===== src/rtl/round_sequencer_pkg.sv =====
// Shared state encoding, stage indices and default sizing for the round sequencer.
// Imported by the interface, the stage watchdog and the sequencer top.
package round_sequencer_pkg;

    typedef enum logic [2:0] {
        IDLE,
        ARM,
        ISSUE,
        WAIT,
        ADVANCE,
        DONE,
        ERR
    } seq_state_t;

    localparam int STG_COLPAR  = 0;
    localparam int STG_ROTATE  = 1;
    localparam int STG_PERMUTE = 2;
    localparam int STG_REVAL   = 3;
    localparam int STG_ADDRC   = 4;

    localparam int DEF_NUM_ROUNDS = 24;
    localparam int DEF_NUM_STAGES = 5;
    localparam int DEF_ROUND_W    = 5;
    localparam int DEF_TIMEOUT    = 1024;

    // Counter width that stays legal when a size parameter is 1.
    function automatic int cnt_width(input int n);
        return (n > 1) ? $clog2(n) : 1;
    endfunction

endpackage


===== src/rtl/round_sequencer_if.sv =====
// Stage start/ready bundle plus the encoder-level start/ready/status signals.
// master = sequencer side, slave = encoder top and stage controllers.
interface round_sequencer_if
    import round_sequencer_pkg::*;
#(
    parameter int NUM_STAGES = DEF_NUM_STAGES,
    parameter int ROUND_W    = DEF_ROUND_W
);

    logic                  start;
    logic [NUM_STAGES-1:0] stage_ready;
    logic [NUM_STAGES-1:0] stage_start;
    logic [ROUND_W-1:0]    round;
    logic                  bank_sel;
    logic                  busy;
    logic                  ready;
    logic                  err;

    modport master (
        input  start,
        input  stage_ready,
        output stage_start,
        output round,
        output bank_sel,
        output busy,
        output ready,
        output err
    );

    modport slave (
        output start,
        output stage_ready,
        input  stage_start,
        input  round,
        input  bank_sel,
        input  busy,
        input  ready,
        input  err
    );

endinterface


===== src/rtl/round_sequencer_stage_watchdog.sv =====
// Per-stage response watchdog: counts enabled cycles from a clear and flags
// expiry on the TIMEOUT-th cycle, then holds without wrapping.
module stage_watchdog
    import round_sequencer_pkg::*;
#(
    parameter int TIMEOUT = DEF_TIMEOUT
) (
    input  logic clk,
    input  logic rst,
    input  logic clear,
    input  logic enable,
    output logic expired
);

    localparam int            TW   = cnt_width(TIMEOUT);
    localparam logic [TW-1:0] LAST = TW'(TIMEOUT - 1);

    logic [TW-1:0] count;

    always_ff @(posedge clk or negedge rst) begin
        if (!rst) begin
            count <= '0;
        end else if (clear) begin
            count <= '0;
        end else if (enable && !expired) begin
            count <= count + 1'b1;
        end
    end

    assign expired = (count == LAST);

endmodule


===== src/rtl/round_sequencer.sv =====
// Initiator of the stage start/ready handshake: walks every stage of every round
// in order, flips the frame-memory bank after each stage and reports completion.
module round_sequencer
    import round_sequencer_pkg::*;
#(
    parameter int NUM_ROUNDS = DEF_NUM_ROUNDS,
    parameter int NUM_STAGES = DEF_NUM_STAGES,
    parameter int ROUND_W    = DEF_ROUND_W,
    parameter int TIMEOUT    = DEF_TIMEOUT
) (
    input logic             clk,
    input logic             rst,
    round_sequencer_if.master bus
);

    localparam int                 STAGE_W    = cnt_width(NUM_STAGES);
    localparam logic [STAGE_W-1:0] LAST_STAGE = STAGE_W'(NUM_STAGES - 1);
    localparam logic [ROUND_W-1:0] LAST_ROUND = ROUND_W'(NUM_ROUNDS - 1);

    seq_state_t            state;
    seq_state_t            state_nxt;
    logic [STAGE_W-1:0]    stage;
    logic [STAGE_W-1:0]    stage_nxt;
    logic [ROUND_W-1:0]    round_q;
    logic [ROUND_W-1:0]    round_nxt;
    logic                  bank_q;
    logic                  bank_nxt;
    logic [NUM_STAGES-1:0] stage_onehot;
    logic                  own_ready;
    logic                  foreign_ready;
    logic                  wd_expired;

    always_comb begin
        stage_onehot = '0;
        for (int i = 0; i < NUM_STAGES; i++) begin
            stage_onehot[i] = (stage == STAGE_W'(i));
        end
    end

    assign own_ready     = |(bus.stage_ready & stage_onehot);
    assign foreign_ready = |(bus.stage_ready & ~stage_onehot);

    // Timer runs only while waiting on a stage and restarts from zero everywhere else.
    stage_watchdog #(
        .TIMEOUT (TIMEOUT)
    ) u_watchdog (
        .clk     (clk),
        .rst     (rst),
        .clear   (state != WAIT),
        .enable  (state == WAIT),
        .expired (wd_expired)
    );

    always_ff @(posedge clk or negedge rst) begin
        if (!rst) begin
            state   <= IDLE;
            stage   <= '0;
            round_q <= '0;
            bank_q  <= 1'b0;
        end else begin
            state   <= state_nxt;
            stage   <= stage_nxt;
            round_q <= round_nxt;
            bank_q  <= bank_nxt;
        end
    end

    always_comb begin
        state_nxt = state;
        stage_nxt = stage;
        round_nxt = round_q;
        bank_nxt  = bank_q;
        case (state)
            IDLE: begin
                if (bus.start) state_nxt = ARM;
            end
            ARM: begin
                if (!bus.start) begin
                    state_nxt = ISSUE;
                    stage_nxt = '0;
                    round_nxt = '0;
                    bank_nxt  = 1'b0;
                end
            end
            ISSUE: begin
                state_nxt = WAIT;
            end
            // The addressed stage's ready wins over a stray ready or a same-cycle expiry.
            WAIT: begin
                if (own_ready) begin
                    state_nxt = ADVANCE;
                end else if (foreign_ready || wd_expired) begin
                    state_nxt = ERR;
                end
            end
            ADVANCE: begin
                bank_nxt = ~bank_q;
                if (stage != LAST_STAGE) begin
                    stage_nxt = stage + 1'b1;
                    state_nxt = ISSUE;
                end else begin
                    stage_nxt = '0;
                    if (round_q == LAST_ROUND) begin
                        state_nxt = DONE;
                    end else begin
                        round_nxt = round_q + 1'b1;
                        state_nxt = ISSUE;
                    end
                end
            end
            DONE: begin
                state_nxt = IDLE;
            end
            ERR: begin
                if (bus.start) state_nxt = ARM;
            end
            default: begin
                state_nxt = IDLE;
            end
        endcase
    end

    assign bus.stage_start = (state == ISSUE) ? stage_onehot : '0;
    assign bus.round       = round_q;
    assign bus.bank_sel    = bank_q;
    assign bus.busy        = (state == ISSUE) || (state == WAIT) || (state == ADVANCE);
    assign bus.ready       = (state == DONE);
    assign bus.err         = (state == ERR);

endmodule

===== src/flat_wrapper.sv =====
// flat-port wrapper written by rule: the top's interface ports become plain ports
module round_sequencer_flat import round_sequencer_pkg::*;
#(
    parameter int NUM_ROUNDS = DEF_NUM_ROUNDS,
    parameter int NUM_STAGES = DEF_NUM_STAGES,
    parameter int ROUND_W    = DEF_ROUND_W,
    parameter int TIMEOUT    = DEF_TIMEOUT
)
  (clk, rst, bus_start, bus_stage_ready, bus_stage_start, bus_round, bus_bank_sel, bus_busy, bus_ready, bus_err);
  round_sequencer_if #(.NUM_STAGES(NUM_STAGES), .ROUND_W(ROUND_W)) bus_i ();
  input logic clk;
  input logic rst;
  input wire logic [$bits(bus_i.start)-1:0] bus_start;
  input wire logic [$bits(bus_i.stage_ready)-1:0] bus_stage_ready;
  output wire logic [$bits(bus_i.stage_start)-1:0] bus_stage_start;
  output wire logic [$bits(bus_i.round)-1:0] bus_round;
  output wire logic [$bits(bus_i.bank_sel)-1:0] bus_bank_sel;
  output wire logic [$bits(bus_i.busy)-1:0] bus_busy;
  output wire logic [$bits(bus_i.ready)-1:0] bus_ready;
  output wire logic [$bits(bus_i.err)-1:0] bus_err;
  assign bus_i.start = bus_start;
  assign bus_i.stage_ready = bus_stage_ready;
  assign bus_stage_start = bus_i.stage_start;
  assign bus_round = bus_i.round;
  assign bus_bank_sel = bus_i.bank_sel;
  assign bus_busy = bus_i.busy;
  assign bus_ready = bus_i.ready;
  assign bus_err = bus_i.err;
  round_sequencer #(.NUM_ROUNDS(NUM_ROUNDS), .NUM_STAGES(NUM_STAGES), .ROUND_W(ROUND_W), .TIMEOUT(TIMEOUT)) u_core (.clk(clk), .rst(rst), .bus(bus_i));
endmodule

===== config.mk =====
export PLATFORM = sky130hd
export DESIGN_NAME = round_sequencer_flat
export DESIGN_NICKNAME = d
export VERILOG_FILES = /design/src/rtl/round_sequencer_pkg.sv /design/src/rtl/round_sequencer_if.sv /design/src/rtl/round_sequencer_stage_watchdog.sv /design/src/rtl/round_sequencer.sv /design/src/flat_wrapper.sv
export SDC_FILE = /design/constraint.sdc
export NUM_CORES = 1
export LEC_CHECK = 0
export CORE_MARGIN = 1
export CORE_UTILIZATION = 48
export CTS_CLUSTER_SIZE = 25
export DETAILED_ROUTE_END_ITERATION = 8
export MAX_ROUTING_LAYER = met4
export PLACE_DENSITY = 0.75
export SLEW_MARGIN = 20
export SYNTH_ARGS = -nofsm -noshare
export SYNTH_HDL_FRONTEND = slang
export SYNTH_HIERARCHICAL = 1
export SYNTH_SLANG_ARGS = --single-unit
export TNS_END_PERCENT = 20

===== constraint.sdc =====
create_clock -name clk -period 1.55 [get_ports clk]
set_input_delay 0.155 -clock clk [delete_from_list [all_inputs] [get_ports clk]]
set_output_delay 0.155 -clock clk [all_outputs]
set_load 0.01 [all_outputs]

After elaboration in Yosys (flattened, before gate mapping)
Index checks and enable logic that the tools add are counted.
{"block": "classes", "eq_ne": 19, "mux": 19, "add_sub_neg": 3, "reduce_logical": 15, "n_bitwise": 4}
{"op": "$mux W3", "n": 8}
{"op": "$mux W10", "n": 2}
{"op": "$mux W5", "n": 4}
{"op": "$pmux W3 S5", "n": 1}
{"op": "$eq A3 B2 Y1 const B", "n": 4}
{"op": "$eq A3 B3 Y1 const B", "n": 4}
{"op": "$add A10 B1 Y10 const B", "n": 1}
{"op": "$and A5 B5 Y5", "n": 2}
{"op": "$eq A10 B10 Y1 const B", "n": 1}
{"op": "$pmux W5 S2", "n": 1}
{"op": "$reduce_or A5 Y1", "n": 2}
{"op": "$eq A3 B1 Y1 const B", "n": 2}
{"op": "$logic_not A3 Y1", "n": 2}
{"op": "$ne A2 B2 Y1 const B", "n": 3}
{"op": "$pmux W3 S2", "n": 1}
{"op": "$add A5 B1 Y5 const B", "n": 1}
{"op": "$eq A5 B5 Y1 const B", "n": 1}
{"op": "$not A5 Y5", "n": 1}
{"op": "$reduce_and A4 Y1", "n": 1}
{"op": "$reduce_bool A2 Y1", "n": 2}
{"op": "$add A3 B1 Y3 const B", "n": 1}
{"op": "$logic_or A1 B1 Y1", "n": 3}
{"op": "$ne A3 B1 Y1 const B", "n": 1}
{"op": "$ne A3 B2 Y1 const B", "n": 1}
{"op": "10 further kinds", "n": 10}
{"block": "totals", "output_inout_bits": 14, "inputBits": 8, "regBits": 22}

Logic depth before layout (Yosys ltp)
{"block": "logic_depth", "ltp_word": 8, "ltp_mapped": 8}

By module
Netlist, hierarchy kept.
{"module": "round_sequencer", "cells_each": 99, "seq_area_each_um2": 300.3, "instances": 1, "area_per_inst_um2": 874.6}
{"module": "stage_watchdog", "cells_each": 56, "seq_area_each_um2": 250.2, "instances": 1, "area_per_inst_um2": 565.5}

Worst setup path before layout
Ideal clock, no wire load.
{"block": "synth_path", "kind": "reg2reg", "start": "register u_core.state[2]", "end": "register u_core.u_watchdog.count[5]", "stages_incl_launch_ff": 7, "setup_slack_ps": -134, "t_arrival_ps": 1607, "setup_time_ps": 77, "required_ps": 1473, "path_cell_list": "dfrtp_1 -> buf_2 -> nand3b_1 -> inv_1 -> o31ai_4 -> or4_1 -> a21oi_1"}
{"block": "synth_between", "elab_chain_len": 3, "word_cells_on_any_way": 5}
{"element": "start: declaration", "line": "round_sequencer.sv:20", "text": "seq_state_t state;"}
{"element": "start signal: assignment", "line": "round_sequencer.sv:61", "text": "state <= state_nxt;"}
{"element": "$eq A3 B2 Y1", "line": "round_sequencer.sv:50", "text": ".enable (state == WAIT),"}
{"element": "$logic_and A1 B1 Y1", "line": "round_sequencer_stage_watchdog.sv:25", "text": "end else if (enable && !expired) begin"}
{"element": "$reduce_bool A2 Y1 (no source line)"}
{"element": "end signal: assignment", "line": "round_sequencer_stage_watchdog.sv:26", "text": "count <= count + 1'b1;"}
{"element": "end: declaration", "line": "round_sequencer_stage_watchdog.sv:18", "text": "logic [TW-1:0] count;"}
Several ways; a longest one is shown, not always the timed one.
A chain may end at the register's enable or synchronous reset.

Worst setup path after layout
{"block": "layout_path", "start": "register u_core.state[0]", "end": "register u_core.round_q[2] (netlist: u_core/bus.round[2])"}
{"block": "layout_between", "elab_chain_len": 3, "word_cells_on_any_way": 8}
{"element": "$eq A3 B3 Y1 or $eq A3 B1 Y1 (tied branches)", "line": "round_sequencer.sv:73", "text": "case (state)"}
{"element": "$ne A2 B2 Y1 (no source line) or $reduce_bool A2 Y1 (tied branches)"}
{"element": "$reduce_and A4 Y1 (no source line)"}
{"element": "end signal: assignment", "line": "round_sequencer.sv:63", "text": "round_q <= round_nxt;"}
{"element": "end: declaration", "line": "round_sequencer.sv:24", "text": "logic [ROUND_W-1:0] round_q;"}
Several ways; a longest one is shown, not always the timed one.

==> results.md <==
* Initial antenna violation count at 0
* Total CTS buffers at 3
* Critical path capture point type: flop
* Final HPWL DP at 2780 um
* Syn nets at 170
* Post-synth EDFFs at 0
* Core Area at 2810 um^2
* Final WL at 4110 um
* Clock Skew at 0.00466 ns
* GRT Total Usage at 0.274
* Row count at 19
* Hold/Removal Path Class: in2async
* Pre-Repair DR Iteration Count at 6
* Clock tree from TritonCTS: done
* Worst setup margin at -0.165 ns
* Synth Area in Compound Gates at 0.180
* Achievable frequency at 583 MHz
* Post-synth top area share at 0.382
* Pwr per Cell Area at 1350 nW/um^2
* WHS at 0.180 ns
* Sequential area share after synthesis at 0.382
* Slew headroom at 0.656
* P&R area growth vs syn at 49.0%
* Vias per inst at 5.87
* Synth Area in Simple Gates at 0.268
* Slew Limit Fails at 0
* Buffers and inverters on the worst path at 2
* Final Util at 0.765
* Synthesized instance count at 155
* Commonest non-fill, non-tap cells in the layout: 34 x buf_4, 21 x dfrtp_1, 14 x nor2_1
* Fin nets at 237
* Worst path required time at 1.77 ns
* XOR/XNOR share of the synthesized area at 0.0487
* Via count at 1474
* Antenna-violating nets left at 0
* Dpl cell area at 1950 um^2
* Ys Warns at 6
* Vias in the first global route at 1362
* Critical path type: reg2reg
* CP startpoint kind: flop
* Layout Cell Area excl Fill at 2150 um^2
* Crit path DAT at 1.93 ns
* Die height at 56.8 um
* Worst Path Max Fanout at 7
* Crit path largest cell delay at 0.42 ns
* Clock period minus worst slack at 1.71 ns
* Die W at 56.8 um
* Routability cong. at 0.844
* VDD IR max at 1.01 mV
* First-pass GRT wire length at 6430 um
* Setup violations, final at 24
* Pre-CTS setup slack at -0.276 ns
* # Max-Cap Violations at 0
* Clock buffer depth at 2
* Clk_lat worst skew at 0.31 ns
* Setup TNS Final at -1.86 ns
* Clk sink count at 22
* Multiplexer share of the synthesized area at 0.0148
* Worst-Margin Slew at 0.509 ns
* Synthesized area per cell at 9.29 um^2
* Drt first-iter violations at 64
* Largest net degree at the start of global routing at 23
* Hold Fails Final Rpt at 0
* Synth Area in Adders at 0.0608
* Unique masters post-synth at 49
* CTS HTree Levels at 1
* Unrepaired setup endpoints after global routing: true
* Leak at 0.920 nW
* Global route overflow at 0
* Ys flop type: dfrtp_1
* Largest family of logic cells by synthesized area: simple AND/OR/NAND/NOR gates
* Final period utilization at 1.11
* # port buffers at 21
* WL/cell at 16.4 um
* Hold-fix buffers at CTS at 0
* FFs w/ async S/R, synth at 1.00
* Top Ports at 22
* Dominant cells by area after synthesis: dfrtp_1 38%, ha_1 6.1%, nor2_1 4.4%
* Starting density of the core at 0.513
* Residual DRC at 2
* Root Buffer: clkbuf_4
* Cell chain of the critical path: buf_6, or3b_4, buf_6, a31oi_4, nor3b_4, xnor2_1, nor2_1
* Most common cell on crit path: buf_6
* Yosys top cell by area: dfrtp_1
* Failing checks: design-rule violations, negative setup slack
* Commonest non-fill, non-tap cell in the layout: buf_4
* Number of synthesized register bits at 22
* Largest delay share family, worst path: simple AND/OR/NAND/NOR gates
* Layout cell share with drive strength beyond 1 at 0.414
* Outcome: finished with violations
* Die area at 3220 um^2
* Diodes inserted at 0
* Syn Std Cell Area at 1440 um^2
* CP max stage cell: dfrtp_1
* Clock Pin Slew Worst Setup and Hold Paths at 0.11 ns
registers in the layout, indices dropped and copies added, names as in the netlist:
signal	flops
u_core/u_watchdog/count	10
u_core/state	3
u_core/bus.round	5
u_core/stage	3
u_core/bus.bank_sel	1
metrics by stage:
stage	total power [mW]	cells
4_1_cts	2.63	245
6_report	2.89	251
3_3_place_gp	2.19	241
2_1_floorplan	1.55	155
3_5_place_dp	2.24	241
5_1_grt	3.08	251
cells in the mapped netlist, types with 2 or more instances:
master    instances
nor3_2            2
dfrtp_1          22
ha_1              7
nand3_1           5
nand2_1          12
nand4_1           3
nand4_2           2
xnor2_1           5
or3_1             2
inv_1            10
a21oi_1          10
nand3b_1          2
buf_2             2
a32o_1            2
o21ai_0          12
nor3b_1           2
xor2_1            3
nor3_1            4
nor2_1           17
a31oi_1           2
power by group:
group	total [mW]	switching, mW	internal, mW
clock network	0.261	0.170	0.0911
registers	0.770	0.0893	0.681
logic	1.86	0.913	0.949
area by class of cell:
type                       count  area [um^2]
clock buffer                   3         22.5
fill                         196          659
inverter                      10         37.5
multi-input combinational    119          946
sequential                    22          552
tap                           31         38.8
timing repair buffer          66          549
metal layers:
metal	wire length (um)	global-route usage	vias to the layer above	share of wire
li1	-	-	698	-
met1	1780	0.361	713	0.43
met2	2020	0.430	53	0.49
met3	223	0.0369	10	0.054
met4	88	0.108	0	0.021
met5	0	-	-	0
kinds of logic (layout without fill, tap and decap cells):
group,after synthesis,after routing
simple gates,66,66
flops,22,22
fa+ha+maj,7,7
compound gates,36,36
buf+inv,14,79
mux,2,2
xor+xnor,8,8
worst paths after layout:
kind,cells after the start,startpoint,endpoint,slack (ns)
hold reg to reg,1,u_core/bus.bank_sel,u_core/bus.bank_sel,0.54
max in group asynchronous,2,rst,u_core/stage[1],1.12
hold / removal,2,rst,u_core/u_watchdog/count[8],0.18
min in group clk,1,u_core/bus.bank_sel,u_core/bus.bank_sel,0.54
setup / recovery,7,u_core/state[0],u_core/bus.round[2],-0.16
setup reg to reg,7,u_core/state[0],u_core/bus.round[2],-0.16
what timing repair did:
item | in CTS | in global routing
pin swaps | 10 | 13
buffers inserted | 1 | 6
resized for setup | 54 | 18
endpoints found under the hold margin | 0 | 0
setup endpoints to repair | 26 | 30
(Power assumes the default switching activity.)
